`src/rtl/fifo_rr_arbiter.sv`:
```
// Round-robin drain of N_IN input FIFOs into one output FIFO, up to MAX_BURST items per grant.
// Latency: 1 cycle from IDLE to grant; each item moves head->output in the same cycle it is popped.
// Backpressure: out_full freezes the owner in place (grant kept, burst count held, no strobes).
//
// Ports: clk, reset (synchronous, active-low); enable allows new grants; in_empty/in_item are
// the input FIFO flags and head items (input i at [i*DATA_W +: DATA_W]); in_read pops one input;
// out_full/out_item/out_write face the output FIFO; grant_valid/grant_idx expose the owner;
// xfer_count counts every transfer and wraps.
module fifo_rr_arbiter #(
  parameter int N_IN      = 4,
  parameter int DATA_W    = 16,
  parameter int MAX_BURST = 4,
  parameter int routerid  = -1
) (
  input  logic                       clk,
  input  logic                       reset,
  input  logic                       enable,
  input  logic [N_IN-1:0]            in_empty,
  input  logic [N_IN*DATA_W-1:0]     in_item,
  output logic [N_IN-1:0]            in_read,
  input  logic                       out_full,
  output logic [DATA_W-1:0]          out_item,
  output logic                       out_write,
  output logic                       grant_valid,
  output logic [$clog2(N_IN)-1:0]    grant_idx,
  output logic [15:0]                xfer_count
);

  localparam int IDX_W = $clog2(N_IN);
  localparam logic [7:0] LAST_BEAT = 8'(MAX_BURST - 1);

  // Elaboration-time guards on the parameter ranges the block is built for.
  if (N_IN < 2 || N_IN > 16) begin : g_bad_n_in
    $error("fifo_rr_arbiter: N_IN must be 2..16");
  end
  if (MAX_BURST < 1 || MAX_BURST > 255) begin : g_bad_burst
    $error("fifo_rr_arbiter: MAX_BURST must be 1..255");
  end
  if (routerid < -1) begin : g_bad_id
    $error("fifo_rr_arbiter: routerid must be -1 (unassigned) or a non-negative id");
  end

  typedef enum logic [0:0] {IDLE, HOLD} state_e;

  state_e             state_q,      state_d;
  logic [IDX_W-1:0]   rr_ptr_q,     rr_ptr_d;
  logic [IDX_W-1:0]   grant_idx_q,  grant_idx_d;
  logic [7:0]         burst_cnt_q,  burst_cnt_d;
  logic [15:0]        xfer_count_q, xfer_count_d;

  logic               any_req;
  logic [N_IN-1:0]    req_rot;
  logic [IDX_W:0]     win_off;
  logic [IDX_W:0]     win_sum;
  logic [IDX_W-1:0]   winner;
  logic               owner_empty;
  logic [DATA_W-1:0]  owner_item;
  logic [IDX_W-1:0]   ptr_after_owner;
  logic               xfer;

  // Winner search: rotate the request vector so rr_ptr sits at bit 0, take the lowest set
  // bit as an offset, then add the offset back modulo N_IN (N_IN need not be a power of 2).
  always_comb begin
    any_req = |(~in_empty);
    req_rot = N_IN'({~in_empty, ~in_empty} >> rr_ptr_q);
    win_off = '0;
    for (int k = N_IN - 1; k >= 0; k--) begin
      if (req_rot[k]) win_off = (IDX_W + 1)'(k);
    end
    win_sum = {1'b0, rr_ptr_q} + win_off;
    if (win_sum >= (IDX_W + 1)'(N_IN)) win_sum = win_sum - (IDX_W + 1)'(N_IN);
    winner = win_sum[IDX_W-1:0];
  end

  // Owner-side view: flag and head item of the input currently granted.
  always_comb begin
    owner_empty = 1'b1;
    owner_item  = '0;
    for (int i = 0; i < N_IN; i++) begin
      if (grant_idx_q == IDX_W'(i)) begin
        owner_empty = in_empty[i];
        owner_item  = in_item[i*DATA_W +: DATA_W];
      end
    end
    ptr_after_owner = (grant_idx_q == IDX_W'(N_IN - 1)) ? '0 : grant_idx_q + 1'b1;
  end

  // Next-state logic.
  always_comb begin
    state_d      = state_q;
    rr_ptr_d     = rr_ptr_q;
    grant_idx_d  = grant_idx_q;
    burst_cnt_d  = burst_cnt_q;
    xfer_count_d = xfer_count_q;
    grant_valid  = 1'b0;
    xfer         = 1'b0;
    case (state_q)
      IDLE: begin
        if (enable && any_req) begin
          grant_idx_d = winner;
          burst_cnt_d = '0;
          state_d     = HOLD;
        end
      end
      HOLD: begin
        grant_valid = 1'b1;
        xfer        = !owner_empty && !out_full;
        if (xfer) begin
          burst_cnt_d  = burst_cnt_q + 1'b1;
          xfer_count_d = xfer_count_q + 1'b1;
        end
        // An owner that ran dry releases on the following cycle without moving an item.
        if (owner_empty || (xfer && burst_cnt_q == LAST_BEAT)) begin
          state_d  = IDLE;
          rr_ptr_d = ptr_after_owner;
        end
      end
      default: state_d = IDLE;
    endcase
  end

  // Strobes are gated by reset so nothing is popped or pushed in a cycle being reset.
  always_comb begin
    in_read   = '0;
    out_write = 1'b0;
    out_item  = '0;
    if (xfer && reset) begin
      for (int i = 0; i < N_IN; i++) begin
        in_read[i] = (grant_idx_q == IDX_W'(i));
      end
      out_write = 1'b1;
      out_item  = owner_item;
    end
  end

  always_ff @(posedge clk) begin
    if (!reset) begin
      state_q      <= IDLE;
      rr_ptr_q     <= '0;
      grant_idx_q  <= '0;
      burst_cnt_q  <= '0;
      xfer_count_q <= '0;
    end else begin
      state_q      <= state_d;
      rr_ptr_q     <= rr_ptr_d;
      grant_idx_q  <= grant_idx_d;
      burst_cnt_q  <= burst_cnt_d;
      xfer_count_q <= xfer_count_d;
    end
  end

  assign grant_idx  = grant_idx_q;
  assign xfer_count = xfer_count_q;

endmodule
```
`config.mk`:
```
export PLATFORM = sky130hd
export DESIGN_NAME = fifo_rr_arbiter
export DESIGN_NICKNAME = d
export VERILOG_FILES = /design/src/rtl/fifo_rr_arbiter.sv
export SDC_FILE = /design/constraint.sdc
export NUM_CORES = 1
export LEC_CHECK = 0
export BUFFER_PORTS_ARGS = -buffer_cell sky130_fd_sc_hd__clkbuf_2
export CORE_ASPECT_RATIO = 1.1
export CORE_MARGIN = 2
export CORE_UTILIZATION = 48
export CTS_BUF_LIST = sky130_fd_sc_hd__clkbuf_4 sky130_fd_sc_hd__clkbuf_8
export DETAILED_ROUTE_END_ITERATION = 6
export GPL_ROUTABILITY_DRIVEN = 0
export GPL_TIMING_DRIVEN = 0
export PLACE_DENSITY = 0.83
export REMOVE_ABC_BUFFERS = 1
export SLEW_MARGIN = 20
export SYNTH_ARGS = -nofsm -noshare
export SYNTH_HDL_FRONTEND = slang
export SYNTH_SLANG_ARGS = --single-unit
```
`constraint.sdc`:
```
create_clock -name clk -period 2.7 [get_ports clk]
set_clock_uncertainty 0.15 [all_clocks]
set_input_delay 0.135 -clock clk [delete_from_list [all_inputs] [get_ports clk]]
set_output_delay 0.135 -clock clk [all_outputs]
set_load 0.01 [all_outputs]
```
==> metrics.cfg <==
[min_path]
holdPathEnd = state_q
hold_start = enable
hp-class = primary input to register
hold_path_depth = 3

[routing]
vias = 2624
drt_first_iter_violations = 98
ant_nets = 0
drtPass1Iterations = 4
wl_um = 6510
wl_per_cell_um = 14.0
viasPerCell = 5.66
drc_errors = 0

[die]
fp.coreArea_mm2 = 0.00455
start_util = 0.491
placementRows = 26
die_area_mm2 = 0.00522
die_height_um = 75.6
die_w_um = 69.1
pin_count = 112

[timing]
setup_tns_ps = 0
grt_setup_unrepaired = false
finalSetupViolCount = 0
max_freq_mhz = 386
worst_slew_pin_slew_ps = 760
fin_crit_ps = 2590
fin_crit_sh = 0.960
hold_violations = 0
drv_slew = 0
slew_headroom = 0.490

[layout]
final_cells = 464
nets = 487
final_area_mm2 = 0.00295
num_antenna_cells = 0
synthToLayoutAreaGrowth_pct = 32.1
drive_above_1_share = 0.341

[placed_design]
port_buffers = 111
dp.final_hpwl_um = 4620
place_inst = 450
place_area_mm2 = 0.00274

[synthesis]
muxShareOfSynthArea = 0.00896
synthAdderAreaFrac = 0.0392
synth_ff_type = dfxtp_1
seq_area_frac_synth = 0.260
synthArstFlopShare = 0
synth_top_family_by_area = simple AND/OR/NAND/NOR gates
synthCells = 305
synthXorXnorAreaFrac = 0.0431
ys_types = 49
avgSynthCellArea_um2 = 7.33
ys_ff_latch = 29
synth-edff-count = 0
yosysWarnings = 0
syn-cell-area_mm2 = 0.00223
synth_compound_area_frac = 0.214
synthSimpleGateAreaFrac = 0.367

[worst_setup_path]
reg2reg_slack_ps = 220
crit_path_max_fanout = 17
worstSetupStartpointType = register
cp-end-kind = primary output
cp.required_ps = 2410
r2r.worst_path.cells = 8
rr_startpoint = grant_idx[0]
setup.worst_path.class = register to primary output
cp.arrival_ps = 2310
r2r_end = xfer_count[10]

[global_routing]
track_usage = 0.242
grt_pass1_wl_um = 10300
antenna_found_initial = 0
grt_pass1_vias = 2238
overflow = 0
grt_max_degree = 38

[clocking]
clock_path_buffers = 2
cts_max_level = 2
cts_buffers = 5
cts_tree = done
hold_buffers = 0
cts_root_buf = clkbuf_8
cts_sinks = 29
clock_latency_ps = 280
path_clk_slew_ps = 60

[job]
cap_violations = 0

[power]
power_uw = 1260
netSwitchingFraction = 0.326
p_per_area_mw_per_mm2 = 426
intPower_uw = 848
power_leakage_uw = 0.00133
ir_drop_uv = 318
p_switching_uw = 411
pwr-share-seq = 0.366
power_frac_clock = 0.294
power_frac_comb = 0.340

[status]
outcome = finished, final reports clean

[worst max-delay path by stage]
stage                 startpoint             end  cells after the start
global placement    grant_idx[0]  burst_cnt_q[4]                      6
CTS                 grant_idx[0]     out_item[1]                      8
detailed placement  grant_idx[0]  burst_cnt_q[5]                      6
floorplan           grant_idx[0]  burst_cnt_q[4]                      6
finish              grant_idx[0]     out_item[1]                      8
global route        grant_idx[0]    out_item[14]                      8
[area by class of cell]
cell class / count / area, um2
Tap cell: 56 / 70.1
Clock buffer: 7 / 90.1
Fill cell: 389 / 1600
Multi-Input combinational cell: 247 / 1570
Inverter: 7 / 26.3
Timing Repair Buffer: 118 / 612
Sequential cell: 29 / 583
[sequential cells by signal, indices dropped and copies added (netlist names)]
register	cells
rr_ptr_q	2
grant_idx	2
state_q	1
xfer_count	16
burst_cnt_q	8
[cells in the final DEF (no fill, tap or decap), types with 9 or more instances in the layout]
cell and instances:
nand3_1 19, and3_1 9, clkbuf_2 111, a221oi_1 16, o21ai_0 12, dfxtp_1 27
a21oi_1 25, nor3_1 21, nand2_1 20, nor2_1 33, xor2_1 9, nand4_1 10
nor2b_1 17
[cells by family (layout without fill, tap and decap cells)]
kind of cell	after synthesis	after routing
AOI/OAI and AO/OA	72	72
buffers and inverters	29	132
DFF	29	29
xor gates and xnor gates	11	11
and+or+nand+nor	155	155
muxes	2	2
adders and majority gates	7	7
[power groups by stage]
stage / logic (uW) / clock network (uW) / registers [uW]
after floorplan: 247 / 0 / 465
after global placement: 368 / 0 / 465
after detailed placement: 379 / 0 / 466
after CTS: 417 / 378 / 460
after global routing: 477 / 398 / 464
final: 428 / 370 / 461
[metrics by stage]
step	util	hold slack [ps]	setup WS (ps)
global route	0.648	37.1	24.1
finish	0.648	10.0	107
floorplan	-	124	-543
detailed placement	0.601	301	-1240
global placement	0.601	285	-1140
CTS	0.640	4.21	41.3
[Yosys cell counts, types with 6 or more instances]
master,number,area [um2]
o21ai_0,12,60.1
ha_1,7,87.6
dfxtp_1,29,581
and3_1,9,56.3
nor3_1,21,105
nand2_1,20,75.1
nand3_1,20,100
inv_1,6,22.5
clkbuf_1,14,52.6
a221oi_1,16,140
a21oi_1,26,130
nor2b_1,17,106
or3_1,6,37.5
nor2_1,33,124
nand4_1,10,62.6
xor2_1,9,78.8
[layer usage]
metal	vias to the layer above	wire, um	global-route usage
li1	1319	-	-
met1	1186	2630	0.275
met3	11	690	0.0966
met4	0	99	0.0893
met5	-	0	0
met2	108	3090	0.420
[worst max-delay path: stages, from the launching register on]
cell and delay (ps):
dfxtp_2 420, inv_1 120, ha_1 230, nor2b_4 140, a2111o_2 490, and3_4 250
nand2_8 150, nor2_1 70, clkbuf_2 150
[timing repair]
item | CTS | global route
resized for setup | 10 | 4
setup endpoints to repair | 48 | 23
pin swaps | 1 | 1
cloned | 0 | 0
setup buffers | 6 | 1
Power figures use the tool's default switching activity.
